<file path="config.mk">
export PLATFORM = sky130hd
export DESIGN_NAME = ula_seq
export DESIGN_NICKNAME = d
export VERILOG_FILES = /design/src/rtl/ula_pkg.sv /design/src/rtl/ula_comb.sv /design/src/rtl/ula_seq.sv
export SDC_FILE = /design/constraint.sdc
export NUM_CORES = 1
export LEC_CHECK = 0
export ABC_AREA = 1
export CAP_MARGIN = 10
export CORE_ASPECT_RATIO = 0.9
export CORE_UTILIZATION = 30
export DETAILED_ROUTE_END_ITERATION = 10
export GPL_ROUTABILITY_DRIVEN = 0
export PLACE_DENSITY = 0.56
export SLEW_MARGIN = 20
export SYNTH_ARGS = -nofsm -noshare
export SYNTH_HDL_FRONTEND = slang
export SYNTH_SLANG_ARGS = --single-unit
</file>
<file path="constraint.sdc">
create_clock -name clk -period 2.89 [get_ports clk]
set_input_delay 0.289 -clock clk [delete_from_list [all_inputs] [get_ports clk]]
set_output_delay 0.289 -clock clk [all_outputs]
set_load 0.01 [all_outputs]
</file>
<file path="src/rtl/ula_pkg.sv">
`default_nettype none
// ula_pkg: operation codes shared with ula_control, FSM state encoding and
// the default datapath width used by ula_comb and ula_seq.
package ula_pkg;

  localparam int XLEN_DEF = 32;

  localparam logic [3:0] ULA_ADD  = 4'd1;
  localparam logic [3:0] ULA_SUB  = 4'd2;
  localparam logic [3:0] ULA_SLL  = 4'd3;
  localparam logic [3:0] ULA_SLT  = 4'd4;
  localparam logic [3:0] ULA_SLTU = 4'd5;
  localparam logic [3:0] ULA_SRL  = 4'd6;
  localparam logic [3:0] ULA_SRA  = 4'd7;
  localparam logic [3:0] ULA_XOR  = 4'd8;
  localparam logic [3:0] ULA_OR   = 4'd9;
  localparam logic [3:0] ULA_AND  = 4'd10;

  typedef enum logic [1:0] {
    ST_IDLE  = 2'd0,
    ST_SHIFT = 2'd1,
    ST_DONE  = 2'd2
  } state_e;

  function automatic logic is_shift(input logic [3:0] sel);
    return (sel == ULA_SLL) || (sel == ULA_SRL) || (sel == ULA_SRA);
  endfunction

endpackage
`default_nettype wire

</file>
<file path="src/rtl/ula_comb.sv">
`default_nettype none
// ula_comb: single-cycle ADD/SUB/SLT/SLTU/XOR/OR/AND. Shift codes and
// illegal codes yield zero here; shifts are resolved inside ula_seq.
module ula_comb
  import ula_pkg::*;
#(
  parameter int XLEN = XLEN_DEF
) (
  input  logic [3:0]      sel_i,
  input  logic [XLEN-1:0] a_i,
  input  logic [XLEN-1:0] b_i,
  output logic [XLEN-1:0] y_o
);

  logic slt_flag;
  logic sltu_flag;

  assign slt_flag  = $signed(a_i) < $signed(b_i);
  assign sltu_flag = a_i < b_i;

  always_comb begin
    y_o = '0;
    case (sel_i)
      ULA_ADD:  y_o = a_i + b_i;
      ULA_SUB:  y_o = a_i - b_i;
      ULA_SLT:  y_o = {{(XLEN-1){1'b0}}, slt_flag};
      ULA_SLTU: y_o = {{(XLEN-1){1'b0}}, sltu_flag};
      ULA_XOR:  y_o = a_i ^ b_i;
      ULA_OR:   y_o = a_i | b_i;
      ULA_AND:  y_o = a_i & b_i;
      default:  y_o = '0;
    endcase
  end

endmodule
`default_nettype wire

</file>
<file path="src/rtl/ula_seq.sv">
`default_nettype none
// ula_seq: execute-stage ALU with valid/ready handshakes and an iterative
// one-bit-per-cycle shifter; define ULA_FAST_SHIFT_EN for a barrel shifter.
module ula_seq
  import ula_pkg::*;
#(
  parameter int XLEN    = XLEN_DEF,
  parameter int SHAMT_W = $clog2(XLEN)
) (
  input  logic            clk,
  input  logic            rst_n,
  input  logic            in_valid,
  output logic            in_ready,
  input  logic [3:0]      ula_select,
  input  logic [XLEN-1:0] op_a,
  input  logic [XLEN-1:0] op_b,
  output logic            out_valid,
  input  logic            out_ready,
  output logic [XLEN-1:0] result,
  output logic            zero,
  output logic            busy
);

  state_e             state_q;
  logic [XLEN-1:0]    result_q;
  logic               zero_q;
  logic [XLEN-1:0]    comb_y;
  logic [XLEN-1:0]    res_d;
  logic [SHAMT_W-1:0] shamt;

  assign shamt = op_b[SHAMT_W-1:0];

  ula_comb #(.XLEN(XLEN)) u_comb (
    .sel_i (ula_select),
    .a_i   (op_a),
    .b_i   (op_b),
    .y_o   (comb_y)
  );

`ifdef ULA_FAST_SHIFT_EN

  always_comb begin
    res_d = comb_y;
    case (ula_select)
      ULA_SLL: res_d = op_a << shamt;
      ULA_SRL: res_d = op_a >> shamt;
      ULA_SRA: res_d = $unsigned($signed(op_a) >>> shamt);
      default: res_d = comb_y;
    endcase
  end

  always_ff @(posedge clk or negedge rst_n) begin
    if (!rst_n) begin
      state_q  <= ST_IDLE;
      result_q <= '0;
      zero_q   <= 1'b1;
    end else begin
      case (state_q)
        ST_IDLE: begin
          if (in_valid) begin
            result_q <= res_d;
            zero_q   <= (res_d == '0);
            state_q  <= ST_DONE;
          end
        end
        ST_DONE: begin
          if (out_ready) state_q <= ST_IDLE;
        end
        default: state_q <= ST_IDLE;
      endcase
    end
  end

`else

  logic [XLEN-1:0]    acc_q;
  logic [XLEN-1:0]    acc_d;
  logic [SHAMT_W-1:0] cnt_q;
  logic [3:0]         sel_q;
  logic               shift_op;

  assign shift_op = is_shift(ula_select);

  // A zero-distance shift is a plain pass-through of op_a.
  always_comb begin
    res_d = comb_y;
    if (shift_op) res_d = op_a;
  end

  always_comb begin
    acc_d = acc_q;
    case (sel_q)
      ULA_SLL: acc_d = {acc_q[XLEN-2:0], 1'b0};
      ULA_SRL: acc_d = {1'b0, acc_q[XLEN-1:1]};
      ULA_SRA: acc_d = {acc_q[XLEN-1], acc_q[XLEN-1:1]};
      default: acc_d = acc_q;
    endcase
  end

  always_ff @(posedge clk or negedge rst_n) begin
    if (!rst_n) begin
      state_q  <= ST_IDLE;
      result_q <= '0;
      zero_q   <= 1'b1;
      acc_q    <= '0;
      cnt_q    <= '0;
      sel_q    <= '0;
    end else begin
      case (state_q)
        ST_IDLE: begin
          if (in_valid) begin
            if (shift_op && (shamt != '0)) begin
              acc_q   <= op_a;
              cnt_q   <= shamt;
              sel_q   <= ula_select;
              state_q <= ST_SHIFT;
            end else begin
              result_q <= res_d;
              zero_q   <= (res_d == '0);
              state_q  <= ST_DONE;
            end
          end
        end
        ST_SHIFT: begin
          acc_q <= acc_d;
          cnt_q <= cnt_q - SHAMT_W'(1);
          if (cnt_q == SHAMT_W'(1)) begin
            result_q <= acc_d;
            zero_q   <= (acc_d == '0);
            state_q  <= ST_DONE;
          end
        end
        ST_DONE: begin
          if (out_ready) state_q <= ST_IDLE;
        end
        default: state_q <= ST_IDLE;
      endcase
    end
  end

`endif

  assign in_ready  = (state_q == ST_IDLE);
  assign busy      = (state_q != ST_IDLE);
  assign out_valid = (state_q == ST_DONE);
  assign result    = result_q;
  assign zero      = zero_q;

endmodule
`default_nettype wire

</file>
==> flow_summary.json <==
{
  "max_freq_mhz": 353,
  "syn_nets": 2101,
  "power_switching_mw": 3.67,
  "relSlewSlack_pct": 47.4,
  "grt_pass1_wl_um": 73800,
  "syn2layout_area_growth_pct": 37.5,
  "cts_root_buf": "clkbuf_16",
  "critPathMaxFanout": 3,
  "netlist_instances": 1922,
  "cp-startpoint": "op_b[14]",
  "final-seq-area_sq_um": 1900,
  "clock_path_buffers": 2,
  "avgSynthCellArea_sq_um": 5.82,
  "reg2reg_depth": 11,
  "power.total_mw": 8.17,
  "fin_cells": 2745,
  "via_count": 14000,
  "dieHeight_um": 185,
  "nFillCells": 3903,
  "grt_max_degree": 77,
  "cts.clk_slew.worst_paths_ns": 0.06,
  "fin_crit_sh_pct": 97.9,
  "comb_power_share_pct": 59.7,
  "r2r-end": "zero",
  "cts_buffers": 9,
  "first_pass_iters": 8,
  "vias_per_cell": 5.11,
  "layout-drive-gt1-share_pct": 19.7,
  "dp.cells": 2723,
  "cts_tree": "built",
  "wl_um": 48200,
  "start_util_pct": 30.7,
  "pin_count": 108,
  "async_flop_share_pct": 100,
  "power-per-cell-area_nw_per_um2": 532,
  "skew_ns": 0.00896,
  "ys.flop_type": "dfrtp_1",
  "end_kind": "flop",
  "p_int_mw": 4.51,
  "place_area_sq_um": 14700,
  "multiInputGateArea_sq_um": 7750,
  "r2r-start": "sel_q[3]",
  "antenna_found_initial": 0,
  "antenna_cells": 0,
  "crit_type": "in -> reg",
  "worst-r2r-setup-slack_ns": 0.32,
  "wl_per_cell_um": 17.6,
  "setup_violations": 0,
  "nNetsFinal": 2443,
  "cp-start-kind": "input pin",
  "hold_class": "in -> async",
  "crit_path_end": "zero",
  "drv_cap": 0,
  "synth-edff-count": 0,
  "min_period_ns": 2.83,
  "seqPwrFrac_pct": 23.1,
  "first_iter_violations": 1650,
  "htreeDepth": 3,
  "core_sq_um": 36400,
  "synth_cell_types": 49,
  "ant_nets": 0,
  "worst_pin_slew_ns": 0.788,
  "syn_area_sq_um": 11200,
  "crit_arrival_ns": 3.11,
  "rsz0062_at_grt": "yes",
  "dieArea_sq_um": 38000,
  "portBuffers": 107,
  "post-route-cell-area_sq_um": 15400,
  "ys_ff_latch": 76,
  "switching_share_pct": 44.9,
  "hold_viol": 0,
  "die_w_um": 205,
  "required_ns": 3.17,
  "status": "finished, final reports clean",
  "drv_slew": 0,
  "place_hpwl_um": 39600,
  "irDropWorstVdd_uv": 487,
  "yosys_warnings": 0,
  "cts_sinks": 76,
  "grt_pass1_vias": 13400,
  "ys_seq_area_share_pct": 17.0,
  "grtUsageTotal_pct": 25.2,
  "leakage_nw": 8.09,
  "remaining_drc_errors": 0,
  "rows": 66,
  "overflow": 0,
  "clockPowerShare_pct": 17.2,
  "clock_latency_ns": 0.35
}
worst min-delay path by stage:
| stage | endpoint | depth (start not counted) | startpoint | slack, ns |
|---|---|---|---|---|
| after detailed placement | result[16] | 2 | result[16] | 0.47 |
| after global routing | acc_q[14] | 2 | rst_n | 0.40 |
| after CTS | acc_q[3] | 1 | rst_n | 0.15 |
| after global placement | result[16] | 2 | result[16] | 0.47 |
| after floorplan | acc_q[0] | 0 | rst_n | -0.007 |
| final | acc_q[3] | 2 | rst_n | 0.38 |
worst max-delay path, stage by stage:
cell and delay [ns]:
clkdlybuf4s50_1 0.53, inv_1 0.10, buf_4 0.14, ha_1 0.23, o21bai_1 0.23, inv_1 0.07
nand2_1 0.09, buf_4 0.14, nand2_1 0.09, nand2_1 0.08, inv_1 0.07, nand3_1 0.08
nand3_1 0.09, nand3_1 0.20, nor2_1 0.22, nand3_1 0.11, nor2_1 0.10, nand3_1 0.08
a21oi_1 0.14
what timing repair did:
action,CTS,global route
pin swaps,1,7
hold endpoints to repair,0,19
setup buffers,1,3
gates resized for setup,6,65
hold buffers,0,1
endpoints found under the setup margin,2,16
power groups by stage:
stage,Sequential [mW],Clock (mW),Combinational [mW]
2_1_floorplan,1.91,0,2.74
3_3_place_gp,1.89,0,4.63
3_5_place_dp,1.90,0,4.70
4_1_cts,1.89,1.43,4.73
5_1_grt,1.95,1.47,5.38
6_report,1.89,1.40,4.88
area by class of cell:
type | instances | area share [%]
Multi-Input combinational cell | 1408 | 50.4
Inverter | 360 | 8.79
Timing Repair Buffer | 409 | 22.2
Sequential cell | 76 | 12.4
Tap cell | 476 | 3.87
Clock inverter | 6 | 0.887
Clock buffer | 10 | 1.49
logic make-up after synthesis:
logic type / count (synthesis) / synth area share, %
AO/OA/AOI/OAI: 325 / 17.3
XOR/XNOR: 1 / 0.0784
adder cells (fa/ha/maj): 107 / 12.1
buffers and inverters: 438 / 16.3
flip-flops: 76 / 17.0
AND/OR/NAND/NOR: 975 / 37.2
cells in the final DEF, fill, tap and decap left out, types with 4 or more instances in the layout:
cell,instances
ha_4,14
nor2_4,4
nand2_1,533
inv_1,333
buf_4,296
a21oi_2,14
o21ai_1,6
o21a_1,4
a22oi_1,20
nand4_1,39
nor3_1,10
clkbuf_16,9
nor2_1,180
dfrtp_1,75
o21bai_1,9
o22ai_1,46
o211ai_1,10
nand3_1,139
nor2_2,28
a21oi_1,112
nand3_2,10
a31oi_1,19
bufinv_16,4
clkinv_1,4
ha_1,82
clkdlybuf4s50_1,103
o221ai_1,14
nand2_2,16
or2_2,4
buf_12,4
o21ai_0,63
inv_2,23
ha_2,9
metrics by stage:
| stage | util [%] | setup TNS, ns | worst slack, ns | hold slack [ns] |
|---|---|---|---|---|
| global route | 42.2 | -0.0810 | -0.0729 | 0.403 |
| finish | 42.2 | 0 | 0.0593 | 0.377 |
| floorplan | - | 0 | 0.714 | -0.00659 |
| global placement | 40.2 | -3.91 | -0.380 | 0.468 |
| CTS | 41.3 | 0 | 0.000532 | 0.147 |
| detailed placement | 40.2 | -4.37 | -0.398 | 0.465 |
per-layer routing:
layer / vias up / wire length [um] / global-route usage (%)
li1: 6813 / - / -
met1: 6495 / 21900 / 35.2
met2: 632 / 20800 / 39.4
met3: 100 / 3530 / 2.55
met4: 0 / 2010 / 10.5
met5: - / 0 / 0
flip-flops by register name (all words and copies together), names as in the netlist:
register and cells:
acc_q 32, cnt_q 5, result 32, sel_q 4, state_q 2, zero 1
synthesized netlist by cell type, types with 10 or more instances:
| cell type | n | area [sq um] |
|---|---|---|
| buf_2 | 18 | 90.1 |
| o21ai_0 | 67 | 335 |
| buf_4 | 20 | 150 |
| nand2_2 | 12 | 75.1 |
| inv_2 | 21 | 78.8 |
| o22ai_1 | 46 | 288 |
| ha_1 | 105 | 1310 |
| nor3_1 | 10 | 50.1 |
| nor2_1 | 192 | 721 |
| a22oi_1 | 20 | 150 |
| inv_1 | 335 | 1260 |
| o211ai_1 | 10 | 75.1 |
| o221ai_1 | 14 | 123 |
| a31oi_1 | 19 | 119 |
| nand2_1 | 537 | 2020 |
| buf_6 | 11 | 124 |
| nand3_1 | 142 | 711 |
| clkbuf_1 | 23 | 86.3 |
| o21bai_1 | 10 | 75.1 |
| a21oi_1 | 118 | 591 |
| nor2_2 | 18 | 113 |
| dfrtp_1 | 75 | 1880 |
| nand4_1 | 39 | 244 |
Power figures use the tool's default switching activity.
